`src/rtl/demux1_to_2_16bit_stream.sv`:
```
// Registered 1-to-2 stream demultiplexer with packet-locked routing and a one-entry slot per output.
// Optional per-port delivered-beat counters are enabled by defining DEMUX_CNT_EN.
module demux_slot #(
  parameter int WIDTH = 16,
  parameter int CNT_W = 8
) (
  input  logic             clk,
  input  logic             rst_n,
  input  logic             load,
  input  logic [WIDTH-1:0] din,
  input  logic             dlast,
  input  logic             rdy,
  output logic             vld,
  output logic [WIDTH-1:0] data,
`ifdef DEMUX_CNT_EN
  output logic [CNT_W-1:0] cnt,
`endif
  output logic             last
);
  always_ff @(posedge clk or negedge rst_n) begin
    if (!rst_n) begin
      vld  <= 1'b0;
      data <= '0;
      last <= 1'b0;
    end else if (load) begin
      // a load wins over a same-cycle drain: slot stays full with the new beat
      vld  <= 1'b1;
      data <= din;
      last <= dlast;
    end else if (vld && rdy) begin
      vld  <= 1'b0;
    end
  end

`ifdef DEMUX_CNT_EN
  always_ff @(posedge clk or negedge rst_n) begin
    if (!rst_n)                            cnt <= '0;
    else if (vld && rdy && (cnt != '1))    cnt <= cnt + 1'b1;
  end
`endif
endmodule

module demux1_to_2_16bit_stream #(
  parameter int WIDTH = 16,
  parameter int CNT_W = 8
) (
  input  logic             clk,
  input  logic             rst_n,
  input  logic [WIDTH-1:0] in_data,
  input  logic             in_sel,
  input  logic             in_last,
  input  logic             in_valid,
  output logic             in_ready,
  output logic [WIDTH-1:0] out0_data,
  output logic             out0_last,
  output logic             out0_valid,
  input  logic             out0_ready,
  output logic [WIDTH-1:0] out1_data,
  output logic             out1_last,
  output logic             out1_valid,
`ifdef DEMUX_CNT_EN
  output logic [CNT_W-1:0] cnt0,
  output logic [CNT_W-1:0] cnt1,
`endif
  input  logic             out1_ready
);
  typedef enum logic [1:0] {IDLE, LOCK0, LOCK1} state_t;

  state_t                  state, state_nx;
  logic                    esel, accept;
  logic [1:0]              load, ovld, olast, ordy;
  logic [1:0][WIDTH-1:0]   odata;
`ifdef DEMUX_CNT_EN
  logic [1:0][CNT_W-1:0]   ocnt;
`endif

  assign ordy = {out1_ready, out0_ready};

  // in_sel only matters on a first beat; locked states pin the destination
  always_comb begin
    esel = in_sel;
    case (state)
      LOCK0:   esel = 1'b0;
      LOCK1:   esel = 1'b1;
      default: esel = in_sel;
    endcase
  end

  assign in_ready = ~ovld[esel] | ordy[esel];
  assign accept   = in_valid & in_ready;
  assign load     = accept ? (esel ? 2'b10 : 2'b01) : 2'b00;

  always_ff @(posedge clk or negedge rst_n) begin
    if (!rst_n) state <= IDLE;
    else        state <= state_nx;
  end

  always_comb begin
    state_nx = state;
    case (state)
      IDLE:    if (accept && !in_last) state_nx = in_sel ? LOCK1 : LOCK0;
      LOCK0,
      LOCK1:   if (accept && in_last)  state_nx = IDLE;
      default: state_nx = IDLE;
    endcase
  end

  for (genvar p = 0; p < 2; p++) begin : g_slot
    demux_slot #(.WIDTH(WIDTH), .CNT_W(CNT_W)) u_slot (
      .clk   (clk),
      .rst_n (rst_n),
      .load  (load[p]),
      .din   (in_data),
      .dlast (in_last),
      .rdy   (ordy[p]),
      .vld   (ovld[p]),
      .data  (odata[p]),
`ifdef DEMUX_CNT_EN
      .cnt   (ocnt[p]),
`endif
      .last  (olast[p])
    );
  end

  assign out0_valid = ovld[0];
  assign out0_data  = odata[0];
  assign out0_last  = olast[0];
  assign out1_valid = ovld[1];
  assign out1_data  = odata[1];
  assign out1_last  = olast[1];
`ifdef DEMUX_CNT_EN
  assign cnt0 = ocnt[0];
  assign cnt1 = ocnt[1];
`endif
endmodule

```
`config.mk`:
```
export PLATFORM = sky130hd
export DESIGN_NAME = demux1_to_2_16bit_stream
export DESIGN_NICKNAME = d
export VERILOG_FILES = /design/src/rtl/demux1_to_2_16bit_stream.sv
export SDC_FILE = /design/constraint.sdc
export NUM_CORES = 1
export LEC_CHECK = 0
export ABC_AREA = 1
export BUFFER_PORTS_ARGS = -buffer_cell sky130_fd_sc_hd__buf_4
export CORE_ASPECT_RATIO = 0.6
export CORE_UTILIZATION = 35
export DETAILED_ROUTE_END_ITERATION = 8
export GPL_ROUTABILITY_DRIVEN = 0
export PLACE_DENSITY_LB_ADDON = 0.12
export SYNTH_ARGS = -nofsm -noshare
export SYNTH_HDL_FRONTEND = slang
export SYNTH_HIERARCHICAL = 1
export SYNTH_SLANG_ARGS = --single-unit
```
`constraint.sdc`:
```
create_clock -name clk -period 5.05 [get_ports clk]
set_clock_uncertainty 0.15 [all_clocks]
set_input_delay 1.01 -clock clk [delete_from_list [all_inputs] [get_ports clk]]
set_output_delay 1.01 -clock clk [all_outputs]
set_load 0.03 [all_outputs]
```
==> impl_metrics.env, run 1 <==
export IMPL_crit_chain="buf_4, nand2_2, nand2_1, nand2_2, nand2_4, buf_4"
export IMPL_root_buffer="clkbuf_8"
export IMPL_whs_endpoint="g_slot[0].u_slot/data[4]"
export IMPL_slowest_delay_ns=0.17
export IMPL_synthArstFlopShare_pct=100.0
export IMPL_die_h_um=55.23
export IMPL_hp_class="flip-flop to flip-flop"
export IMPL_postCtsSetupRepairBufs=0
export IMPL_synthFlopType="dfrtp_1"
export IMPL_post_synth_top_area_cell="dfrtp_1"
export IMPL_fmax_mhz=364.2
export IMPL_cp_max_fo=3
export IMPL_ant_nets=0
export IMPL_hold_viol=0
export IMPL_status="finished, final reports clean"
export IMPL_path_buf_inv=2
export IMPL_slew_headroom_pct=31.40
export IMPL_path_class="input port to primary output"
export IMPL_crit_family="buffers and inverters"
export IMPL_post_dp_hpwl_mm=2.495
export IMPL_syn_nets=213
export IMPL_hold_start="g_slot[0].u_slot/data[4]"
export IMPL_clk_pin_slew_worst_paths_ns=0.07
export IMPL_synthTopCellsByCount="nand2_1, dfrtp_1, inv_1"
export IMPL_clk_latency_ns=0.28
export IMPL_cts_repair_resized=0
export IMPL_yosysWarnings=6
export IMPL_synth_area_leaders="dfrtp_1, nand2_1, nand2_2"
export IMPL_grt_ovfl_total=0
export IMPL_synth_seq_cells=38
export IMPL_wire_per_inst_um=11.83
export IMPL_hold_path_depth=2
export IMPL_cts_buffers=5
export IMPL_detail_route_first_pass_iterations=4
export IMPL_grt_max_degree=39
export IMPL_netlist_area_leader_share_pct=57.53
export IMPL_cpMaxStageDelayCell="buf_4"
export IMPL_cts_tree="built"
export IMPL_yosysMostFrequentCell="nand2_1"
export IMPL_io_buffer_count=59
export IMPL_syn_area_um2=1653
export IMPL_setup_viol=0
export IMPL_die_area_um2=5010
export IMPL_rsz0062_at_grt="no"
export IMPL_grt_usage_pct=15.17
export IMPL_clock_path_buffers=2
export IMPL_nFillCells=432
export IMPL_drt_iter0_drc=48
export IMPL_start_util_pct=38.22
export IMPL_required_ns=3.89
export IMPL_setup_tns_ns=0
export IMPL_period_minus_slack_ns=2.746
export IMPL_antenna_cells=0
export IMPL_htreeDepth=2
export IMPL_nNetsFinal=273
export IMPL_hold_buffers=0
export IMPL_syn_to_final_growth_pct=33.38
export IMPL_crit_arrival_ns=1.59
export IMPL_r2r_start="state[0]"
export IMPL_synth_edf_count=0
export IMPL_vdd_drop_max_mv=0.2868
export IMPL_avgSynthCellArea_um2=8.792
export IMPL_synthCells=188
export IMPL_ys_seq_area_share_pct=57.53
export IMPL_drv_slew=0
export IMPL_critPathLaunchType="input port"
export IMPL_grt_pass1_wl_mm=5.899
export IMPL_fp_row_count=18
export IMPL_finalCritPeriodShare_pct=54.37
export IMPL_worstReg2RegEnd="g_slot[1].u_slot/data[8]"
export IMPL_end_kind="primary output"
export IMPL_antenna_found_initial=0
export IMPL_cap_viol_max_count=0
export IMPL_cts_sinks=38
export IMPL_design_core_area_um2=4324
export IMPL_die_w_um=90.72
export IMPL_r2r_setup_slack_ns=2.66
export IMPL_num_vias=1292
export IMPL_worstMarginPinSlew_ns=1.028
export IMPL_ios=60
export IMPL_grt_pass1_vias=1200
export IMPL_drc=0
export IMPL_final_core_util_pct=50.98
export IMPL_p_leak_nw=1.275
export IMPL_wl_mm=3.657
export IMPL_reg2reg_depth=10
export IMPL_drive_gt1_share_pct=33.33
export IMPL_synth_cell_types=13
export IMPL_powerDensity_nw_per_um2=735.6
export IMPL_vias_per_cell=4.181
cell usage in the layout, fill, tap and decap left out, drive strengths merged:
cell / count
nand2: 121
clkbuf: 5
ha: 2
nand3: 5
nor2: 3
inv: 13
clkinv: 2
dfrtp: 38
bufinv: 1
buf: 59
cells by family (layout without fill, tap and decap cells):
kind of cell,count (synthesis),in the layout,synth area share (%)
adders and majority gates,2,2,1.514
DFF,38,38,57.53
and+or+nand+nor,129,129,32.25
buffers and inverters,19,80,8.706
registers in the layout (all words and copies together) (netlist names):
name                count
g_slot.u_slot/data     32
g_slot.u_slot/last      2
g_slot.u_slot/vld       2
state                   2
worst max path at each step:
| stage | start | slack, ns | cells after the start | to |
|---|---|---|---|---|
| 2_1_floorplan | out0_ready | 2.56 | 4 | in_ready |
| 3_3_place_gp | in_sel | 2.31 | 6 | in_ready |
| 5_1_grt | state[1] | 2.22 | 8 | in_ready |
| 3_5_place_dp | in_sel | 2.30 | 6 | in_ready |
| 4_1_cts | in_sel | 2.30 | 6 | in_ready |
| 6_report | in_sel | 2.30 | 6 | in_ready |
stage by stage:
step | hold WS (ns) | total power, mW | instance area [µm²] | setup slack [ns] | std cells
after floorplan | 0.2919 | 1.096 | 1653 | 2.564 | 188
after global placement | 0.3097 | 1.380 | 2096 | 2.309 | 301
after detailed placement | 0.3098 | 1.388 | 2096 | 2.300 | 301
after CTS | 0.3284 | 1.643 | 2205 | 2.298 | 309
after global routing | 0.3402 | 1.727 | 2205 | 2.223 | 309
final | 0.3245 | 1.622 | 2205 | 2.304 | 309
where the power goes:
| part | total, mW | internal, mW | switching [mW] |
|---|---|---|---|
| Clock | 0.249 | 0.145 | 0.104 |
| Sequential | 0.534 | 0.446 | 0.0880 |
| Combinational | 0.838 | 0.289 | 0.549 |
worst min-delay path: stages (launching register included):
cell,delay (ns)
dfrtp_1,0.35
nand2_1,0.05
nand2_1,0.04
layout make-up:
class                      count  area (µm²)  share of cell area, %
inverter                      13       63.81                  2.894
multi-input combinational    131       563.0                  25.54
clock inverter                 3       40.04                  1.816
clock buffer                   5       68.82                  3.121
tap                           60       75.07                  3.405
timing repair buffer          59       442.9                  20.09
sequential                    38       950.9                  43.13
per-layer routing:
layer	global-route usage (%)	part of all wire [%]
met2	21.32	44
met4	4.839	0
met5	0	0
met3	4.408	5.2
met1	22.32	51
(Power assumes the default switching activity.)
==> run 2, diff against run 1 <==
==> constraint.sdc (replaced) <==
create_clock -name clk -period 2.3 [get_ports clk]
set_clock_uncertainty 0.15 [all_clocks]
set_input_delay 0.46 -clock clk [delete_from_list [all_inputs] [get_ports clk]]
set_output_delay 0.46 -clock clk [all_outputs]
set_load 0.03 [all_outputs]
==> run 2 against run 1 <==
Effect of this change: sequential power is 120% higher; setup slack worse by 2.1 ns; clock power is 70% higher; worst hold slack worse by 0.090 ns; non-clock buffer count is 4 higher; cell count is 0.97% higher; sequential share of layout area hardly changed; critical path depth is 2 higher; die area stayed put; clock-buffer cell count stayed put; largest cell class unchanged; highest routed layer is now met4.
==> impl_metrics.env, run 2 (synthesized netlist as in run 1, its figures left out) <==
export IMPL_top_register="g_slot.u_slot/data"
export IMPL_layout_commonest_cell="nand2_1"
export IMPL_fmax_mhz=470.4
export IMPL_ant_nets=0
export IMPL_root_buffer="clkbuf_8"
export IMPL_grt_ovfl_total=0
export IMPL_multiInputGateArea_um2=563.0
export IMPL_final_core_util_pct=51.04
export IMPL_wl_mm=3.635
export IMPL_hold_viol=0
export IMPL_drv_slew=0
export IMPL_path_buf_inv=3
export IMPL_detail_route_first_pass_iterations=4
export IMPL_cap_viol_max_count=0
export IMPL_powerDensity_nw_per_um2=1564
export IMPL_crit_family="flip-flops"
export IMPL_design_core_area_um2=4324
export IMPL_nFillCells=418
export IMPL_cts_repair_resized=0
export IMPL_drc=0
export IMPL_io_buffer_count=59
export IMPL_path_class="flip-flop to primary output"
export IMPL_final_cell_mix="nand2_1, buf_4, dfrtp_1"
export IMPL_die_w_um=90.72
export IMPL_vdd_drop_max_mv=0.6725
export IMPL_htreeDepth=2
export IMPL_cts_tree="built"
export IMPL_wire_per_inst_um=11.65
export IMPL_critPathLaunchType="flip-flop"
export IMPL_slowest_delay_ns=0.35
export IMPL_antenna_found_initial=0
export IMPL_startpoint="state[0]"
export IMPL_post_dp_hpwl_mm=2.590
export IMPL_vias_per_cell=4.256
export IMPL_drt_iter0_drc=45
export IMPL_clk_latency_ns=0.28
export IMPL_crit_chain="inv_1, ha_1, inv_1, nand2_2, nand2_1, nand2_2, nand2_4, buf_4"
export IMPL_nNetsFinal=277
export IMPL_fp_row_count=18
export IMPL_finalCritPeriodShare_pct=92.43
export IMPL_setup_viol=0
export IMPL_clock_path_buffers=2
export IMPL_cpMaxStageDelayCell="dfrtp_1"
export IMPL_cp_max_fo=3
export IMPL_hold_buffers=1
export IMPL_clk_pin_slew_worst_paths_ns=0.07
export IMPL_largest_reg_flops=32
export IMPL_cts_buffers=5
export IMPL_final_seq_area_um2=950.9
export IMPL_die_area_um2=5010
export IMPL_cts_sinks=38
export IMPL_grt_pass1_wl_mm=6.251
export IMPL_worstMarginPinSlew_ns=0.4838
export IMPL_period_minus_slack_ns=2.126
export IMPL_die_h_um=55.23
export IMPL_status="finished, final reports clean"
export IMPL_slew_headroom_pct=67.75
export IMPL_grt_max_degree=39
export IMPL_end_kind="primary output"
export IMPL_p_leak_nw=1.281
export IMPL_drive_gt1_share_pct=33.73
export IMPL_syn_to_final_growth_pct=33.54
export IMPL_hold_start="in_data[12]"
export IMPL_postCtsSetupRepairBufs=0
export IMPL_r2r_start="state[0]"
export IMPL_required_ns=1.69
export IMPL_ios=60
export IMPL_hp_class="input port to flip-flop"
export IMPL_num_vias=1328
export IMPL_grt_usage_pct=15.96
export IMPL_grt_pass1_vias=1270
export IMPL_rsz0062_at_grt="no"
export IMPL_crit_arrival_ns=1.52
export IMPL_antenna_cells=0
export IMPL_setup_tns_ns=0
export IMPL_start_util_pct=38.22
-- run 2: cell count changes in the layout (fill, tap and decap cells not counted) --
cell | before | now
buf_4 | 59 | 62
bufinv_16 | 1 | 0
dlygate4sd3_1 | 0 | 1
-- run 2: where the power goes --
part	internal [mW]	total (mW)	switching (mW)
Sequential	0.981	1.18	0.195
Combinational	0.653	1.85	1.20
Clock	0.203	0.424	0.220
Total	1.84	3.45	1.61
-- run 2: routing by layer --
metal / part of all wire (%) / wire length, µm / vias to the layer above / GRT usage (%)
met5: 0 / 0 / - / 0
met4: 0.22 / 8 / 0 / 5.530
met3: 5.6 / 203 / 2 / 4.545
met2: 43 / 1546 / 33 / 22.29
met1: 52 / 1876 / 607 / 23.49
li1: - / - / 686 / -
-- run 2: worst min-delay path, delay by kind of cell --
| family | cells | cell delay, ns |
|---|---|---|
| buffers and inverters | 1 | 0.09 |
| AND/OR/NAND/NOR | 2 | 0.09 |
-- run 2: final timing paths --
check / depth (start not counted) / slack [ns] / endpoint
hold / removal: 3 / 0.23 / g_slot[0].u_slot/data[12]
max in group asynchronous: 2 / 1.11 / g_slot[1].u_slot/vld
hold reg to reg: 2 / 0.33 / g_slot[0].u_slot/last
min in group asynchronous: 2 / 0.55 / g_slot[0].u_slot/data[0]
setup reg to reg: 11 / 0.47 / g_slot[1].u_slot/data[7]
setup / recovery: 8 / 0.17 / in_ready
-- run 2: area by class of cell --
| class | instances | area share [%] |
|---|---|---|
| tap | 60 | 3.401 |
| inverter | 13 | 2.891 |
| timing repair buffer | 63 | 21.54 |
| multi-input combinational | 131 | 25.51 |
| clock buffer | 5 | 3.118 |
| clock inverter | 2 | 0.4535 |
| sequential | 38 | 43.08 |
-- run 2: stage by stage --
step / instance area (µm²) / power [mW] / hold WS [ns] / instances / setup WS, ns
2_1_floorplan: 1653 / 2.406 / 0.01441 / 188 / 0.5905
3_3_place_gp: 2118 / 3.044 / 0.3079 / 304 / 0.4951
3_5_place_dp: 2118 / 3.058 / 0.3066 / 304 / 0.4700
4_1_cts: 2207 / 3.497 / 0.2286 / 312 / 0.1549
5_1_grt: 2207 / 3.691 / 0.2285 / 312 / 0.05687
6_report: 2207 / 3.452 / 0.2349 / 312 / 0.1741
